## src/rtl/jtframe_ps2keys.sv

```systemverilog
`default_nettype none
// ============================================================================
//  Module   : jtframe_ps2keys
//  Purpose  : PS/2 set-2 scan-code decoder producing held-key levels
//             (joysticks, start, coin, service, test, pause, reset).
//  Revision : 1.0  initial release
// ============================================================================
module jtframe_ps2keys #(
  parameter int TOUT_W = 16
) (
  input  logic       clk,
  input  logic       rst_n,
  input  logic       clr,
  input  logic       ps2_valid,
  input  logic [7:0] ps2_byte,
  output logic [9:0] key_joy1,
  output logic [9:0] key_joy2,
  output logic [3:0] key_start,
  output logic [3:0] key_coin,
  output logic       key_service,
  output logic       key_test,
  output logic       key_pause,
  output logic       key_reset
);

  // Decoder states; EXTBRK is the E0 F0 (extended break) prefix pair.
  typedef enum logic [2:0] {
    ST_IDLE   = 3'd0,
    ST_EXT    = 3'd1,
    ST_BRK    = 3'd2,
    ST_EXTBRK = 3'd3,
    ST_SKIP   = 3'd4
  } state_t;

  localparam logic [TOUT_W-1:0] TOUT_MAX   = '1;
  localparam logic [TOUT_W-1:0] TOUT_ONE   = {{(TOUT_W-1){1'b0}}, 1'b1};
  // Bytes left to swallow after E1 in the 8-byte Pause sequence.
  localparam logic [2:0]        SKIP_PAUSE = 3'd7;

  // Flat key vector layout:
  //  [9:0]   joy1 {b9..b4,up,down,left,right}
  //  [19:10] joy2 same layout
  //  [23:20] start 1-4   [27:24] coin 1-4
  //  [28] service  [29] test  [30] pause  [31] reset
  logic [31:0]       keys_q, keys_d;
  state_t            state_q, state_d;
  logic [2:0]        skip_q, skip_d;
  logic [TOUT_W-1:0] tout_q, tout_d;

  logic              nrm_hit;
  logic [4:0]        nrm_idx;
  logic              ext_hit;
  logic [4:0]        ext_idx;

  // Map a non-prefixed scan code onto its key-vector bit.
  always_comb begin
    nrm_hit = 1'b1;
    nrm_idx = 5'd0;
    case (ps2_byte)
      8'h14: nrm_idx = 5'd4;
      8'h11: nrm_idx = 5'd5;
      8'h29: nrm_idx = 5'd6;
      8'h12: nrm_idx = 5'd7;
      8'h1A: nrm_idx = 5'd8;
      8'h22: nrm_idx = 5'd9;
      8'h23: nrm_idx = 5'd10;
      8'h1C: nrm_idx = 5'd11;
      8'h1B: nrm_idx = 5'd12;
      8'h1D: nrm_idx = 5'd13;
      8'h15: nrm_idx = 5'd14;
      8'h24: nrm_idx = 5'd15;
      8'h16: nrm_idx = 5'd20;
      8'h1E: nrm_idx = 5'd21;
      8'h26: nrm_idx = 5'd22;
      8'h25: nrm_idx = 5'd23;
      8'h2E: nrm_idx = 5'd24;
      8'h36: nrm_idx = 5'd25;
      8'h3D: nrm_idx = 5'd26;
      8'h3E: nrm_idx = 5'd27;
      8'h46: nrm_idx = 5'd28;
      8'h06: nrm_idx = 5'd29;
      8'h4D: nrm_idx = 5'd30;
      8'h04: nrm_idx = 5'd31;
      default: nrm_hit = 1'b0;
    endcase
  end

  // Map an E0-prefixed scan code; only the arrow cluster drives joy1.
  always_comb begin
    ext_hit = 1'b1;
    ext_idx = 5'd0;
    case (ps2_byte)
      8'h74: ext_idx = 5'd0;
      8'h6B: ext_idx = 5'd1;
      8'h72: ext_idx = 5'd2;
      8'h75: ext_idx = 5'd3;
      default: ext_hit = 1'b0;
    endcase
  end

  // Next-state logic: prefix tracking, make/break updates and prefix timeout.
  always_comb begin
    keys_d  = keys_q;
    state_d = state_q;
    skip_d  = skip_q;
    tout_d  = tout_q;
    if (clr) begin
      keys_d  = '0;
      state_d = ST_IDLE;
      skip_d  = '0;
      tout_d  = '0;
    end else if (ps2_valid) begin
      tout_d = '0;
      case (state_q)
        ST_IDLE: begin
          case (ps2_byte)
            8'hE0: state_d = ST_EXT;
            8'hF0: state_d = ST_BRK;
            8'hE1: begin
              state_d = ST_SKIP;
              skip_d  = SKIP_PAUSE;
            end
            // Keyboard replies (ACK, BAT pass, echo, resend) carry no key info.
            8'hFA, 8'hAA, 8'hEE, 8'hFE: ;
            // Buffer overrun: held state can no longer be trusted.
            8'h00, 8'hFF: keys_d = '0;
            default: if (nrm_hit) keys_d[nrm_idx] = 1'b1;
          endcase
        end
        ST_EXT: begin
          if (ps2_byte == 8'hF0) begin
            state_d = ST_EXTBRK;
          end else begin
            if (ext_hit) keys_d[ext_idx] = 1'b1;
            state_d = ST_IDLE;
          end
        end
        ST_BRK: begin
          if (nrm_hit) keys_d[nrm_idx] = 1'b0;
          state_d = ST_IDLE;
        end
        ST_EXTBRK: begin
          if (ext_hit) keys_d[ext_idx] = 1'b0;
          state_d = ST_IDLE;
        end
        ST_SKIP: begin
          if (skip_q <= 3'd1) begin
            skip_d  = '0;
            state_d = ST_IDLE;
          end else begin
            skip_d = skip_q - 3'd1;
          end
        end
        default: state_d = ST_IDLE;
      endcase
    end else if (state_q != ST_IDLE) begin
      // A stalled prefix is dropped so the next byte decodes from IDLE.
      if (tout_q == TOUT_MAX) begin
        tout_d  = '0;
        skip_d  = '0;
        state_d = ST_IDLE;
      end else begin
        tout_d = tout_q + TOUT_ONE;
      end
    end
  end

  // State and key-level registers.
  always_ff @(posedge clk or negedge rst_n) begin
    if (!rst_n) begin
      keys_q  <= '0;
      state_q <= ST_IDLE;
      skip_q  <= '0;
      tout_q  <= '0;
    end else begin
      keys_q  <= keys_d;
      state_q <= state_d;
      skip_q  <= skip_d;
      tout_q  <= tout_d;
    end
  end

  assign key_joy1    = keys_q[9:0];
  assign key_joy2    = keys_q[19:10];
  assign key_start   = keys_q[23:20];
  assign key_coin    = keys_q[27:24];
  assign key_service = keys_q[28];
  assign key_test    = keys_q[29];
  assign key_pause   = keys_q[30];
  assign key_reset   = keys_q[31];

endmodule
`default_nettype wire

```

## config.mk

```make
export PLATFORM = sky130hd
export DESIGN_NAME = jtframe_ps2keys
export DESIGN_NICKNAME = d
export VERILOG_FILES = /design/src/rtl/jtframe_ps2keys.sv
export SDC_FILE = /design/constraint.sdc
export NUM_CORES = 1
export LEC_CHECK = 0
export ABC_AREA = 1
export BUFFER_PORTS_ARGS = -buffer_cell sky130_fd_sc_hd__buf_2
export CELL_PAD_IN_SITES_DETAIL_PLACEMENT = 1
export CELL_PAD_IN_SITES_GLOBAL_PLACEMENT = 2
export CORE_MARGIN = 1.5
export CORE_UTILIZATION = 34
export DETAILED_ROUTE_END_ITERATION = 12
export PLACE_DENSITY_LB_ADDON = 0.15
export RECOVER_POWER = 50
export SETUP_SLACK_MARGIN = 0.02
export SLEW_MARGIN = 20
export SYNTH_ARGS = -nofsm -noshare
export SYNTH_HDL_FRONTEND = slang
export SYNTH_SLANG_ARGS = --single-unit
```

## constraint.sdc

```tcl
create_clock -name clk -period 3.4 [get_ports clk]
set_input_delay 0.51 -clock clk [delete_from_list [all_inputs] [get_ports clk]]
set_output_delay 0.51 -clock clk [all_outputs]
set_load 0.02 [all_outputs]
```

==> summary.md <==
| Metric | Value |
|---|---|
| Setup CP Type | `reg2reg` |
| Hold/Removal Path Class | `in2reg` |
| Slew Viols, Final | `32` |
| Status | `finished, violations left` |
| Total negative setup slack | `0 ps` |
| H-tree levels | `2` |
| I/O Pins | `44` |
| Clock Skew | `8.41 ps` |
| CP Max Fanout | `20` |
| Final wirelength | `13,700 um` |
| WL met2 | `6650 um` |
| Ys async rst share | `100%` |
| Largest net degree at the start of global routing | `32` |
| CTS tree | `yes` |
| Fin Hold WS | `445 ps` |
| Vias in the first global route | `4,520` |
| Max incr delay on CP | `440 ps` |
| Worst-path clk slew | `80 ps` |
| RSZ-0062 raised after global routing | `false` |
| Hold_buf cts | `0` |
| Net Count, Synth | `661` |
| RD Place Congestion | `0.884` |
| Period minus WS final | `2240 ps` |
| Peak VDD IR | `0.000204 V` |
| Full die area | `0.0125 mm^2` |
| Yosys warns | `0` |
| Dpl hpwl | `10,100 um` |
| Congestion Overflow GR | `0` |
| Setup ws final | `1160 ps` |
| Number of setup buffers added after CTS | `0` |
| First-pass GRT wire length | `23,100 um` |
| Sink Count | `54` |
| Final-stage net count | `698` |
| Routed Antenna Nets | `0` |
| Core Region | `0.0115 mm^2` |
| Slowest cell on crit path | `nor2_1` |
| Cell area after synthesis | `0.00402 mm^2` |
| WP buf/inv | `2` |
| Post-synth EDFFs | `0` |
| Routed vias | `4,348` |
| Clk_lat worst skew | `310 ps` |
| CTS Buffer Depth | `2` |
| Post-Synthesis Cells | `646` |
| Dominant cells by area after synthesis | `dfrtp_1 (34%), nand2_1 (16%), nor2_1 (12%)` |
| Placement Setup Slack | `915 ps` |
| Max-cap viol count | `1` |
| Yosys top cell area share | `33.6%` |
| Final worst-path cycle share | `66.0%` |
| Syn-to-layout area delta | `12.2%` |
| IO Port Bufs | `43` |
| Die Span Y | `112 um` |
| Initial antenna violation count | `0` |
| Fmax | `445 MHz` |
| Post-CTS sizing | `0` |
| Worst slew margin | `-28.7%` |
| Wl on met1 | `6450 um` |
| All-Layer GR Usage | `23.1%` |
| Failing checks | `capacitance limit, slew limit` |
| Crit path DAT | `2500 ps` |
| Sequential share of the synthesized area | `33.6%` |
| CP cell instances | `nor2_1, nor2_1, inv_1, buf_4, nor2_1, a211oi_1, nand2_1, nand2_1` |
| Pleak | `2.21 nW` |
| Area leader, netlist | `dfrtp_1` |
| # DRC | `0` |
| Kind of cell adding the most delay to the critical path | `simple AND/OR/NAND/NOR gates` |
| Starting DRT DRC Count | `207` |
| Wire length per cell | `16.6 um` |
| Routed vias/inst | `5.26` |
| ANT cells | `0` |
| Die width | `112 um` |
| Most used cell, CP | `nor2_1` |
| Avg Cell Area, Syn | `6.22 um^2` |
| Post-synth cell types | `35` |
| CTS buffer count | `5` |
| Power Density | `446 mW/mm^2` |
| Top Layer Used | `met4` |
| Final hold vios | `0` |
| Setup Viol. Count Final | `0` |
| FP Rows | `39` |
| Layout cell share with drive strength beyond 1 | `8.33%` |
| Worst setup SP type | `flip-flop` |
| Pre-antenna DRT Iters | `4` |
| Synth Flop Type | `dfrtp_1` |
| Crit path capture type | `flip-flop` |
| Initial Util | `35.0%` |
| Worst-Margin Slew | `1930 ps` |
| Clock root buffer | `clkbuf_16` |
| FF+latch count, synth | `54` |
| WL met3 | `491 um` |
| CP required | `3650 ps` |
stage by stage:
stage               cells  cell area [um^2]  power, mW  util (%)
floorplan             646              4020       1.21         -
global placement      819              4360       1.39      38.0
detailed placement    819              4360       1.42      38.0
CTS                   827              4530       2.05      39.5
global route          827              4510       2.16      39.3
finish                827              4510       2.01      39.3
synth_stat cells, types with 2 or more instances:
master / instances
inv_2: 2
nand2_1: 170
buf_4: 2
nor3b_1: 2
nand4_1: 5
buf_1: 3
nor3_1: 7
nand3_2: 3
nand3_1: 62
buf_2: 4
ha_1: 3
nand2_2: 2
nor2_2: 4
nor2_1: 132
xnor2_1: 2
a21oi_1: 25
buf_6: 4
a211oi_1: 15
dfrtp_1: 54
inv_1: 58
o21ai_0: 61
clkbuf_1: 10
a31oi_1: 4
layout by cell type (no fill, tap or decap), drive strengths merged, types with 4 or more instances in the layout:
cell type | netlist | layout
dfrtp | 54 | 54
nor3 | 8 | 8
a31oi | 4 | 4
o21ai | 61 | 61
nor2 | 136 | 136
clkbuf | 10 | 23
nand4 | 5 | 5
buf | 13 | 35
nand3 | 65 | 65
a21oi | 25 | 25
inv | 60 | 61
nand2 | 173 | 173
a211oi | 15 | 15
power breakdown:
part	leakage, nW	switching (mW)	internal [mW]	total (mW)
Sequential	0.734	0.0783	0.717	0.795
Clock	0.0844	0.267	0.352	0.619
Combinational	1.39	0.414	0.184	0.598
Total	2.21	0.760	1.25	2.01
state kept, by name, indices dropped and copies added, names as in the netlist:
register,cells
keys_q,32
tout_q,16
skip_q,3
state_q,3
routing by layer:
metal,vias to the layer above,global-route usage [%]
li1,2174,-
met1,2105,30.1
met3,9,4.63
met5,-,0
met4,0,5.32
met2,60,39.5
final timing paths:
path                       startpoint          to  slack (ps)  depth (start not counted)
max                        state_q[2]  keys_q[14]        1160                          8
min                         ps2_valid  tout_q[15]         450                          2
max reg2reg                state_q[2]  keys_q[14]        1160                          8
min reg2reg                 tout_q[8]   tout_q[8]         490                          1
max in group asynchronous       rst_n   tout_q[3]        1170                          2
min in group asynchronous       rst_n  keys_q[10]         720                          1
cell type report:
cell class / instances / area [um^2]
fillers: 1526 / 6960
repair buffers: 53 / 267
clock buffers: 5 / 125
inverters: 61 / 229
flip-flops and latches: 54 / 1350
clock inverters: 3 / 47.5
well taps: 143 / 179
multi-input cells: 508 / 2310
worst register-to-register path, stage by stage (launching register included):
cell and delay (ps):
dfrtp_1 420, nor2_1 440, nor2_1 120, inv_1 440, buf_4 330, nor2_1 70, a211oi_1 190, nand2_1 100
nand2_1 90
cells by family (layout without fill, tap and decap cells):
logic type                 Yosys count  in the layout  synth area share, %
DFF                                 54             54                 33.6
xor gates and xnor gates             3              3                0.654
buffers and inverters               84            122                 8.90
and+or+nand+nor                    390            390                 40.3
adders and majority gates            3              3                0.934
AOI/OAI and AO/OA                  112            112                 15.6
(Power assumes the default switching activity.)
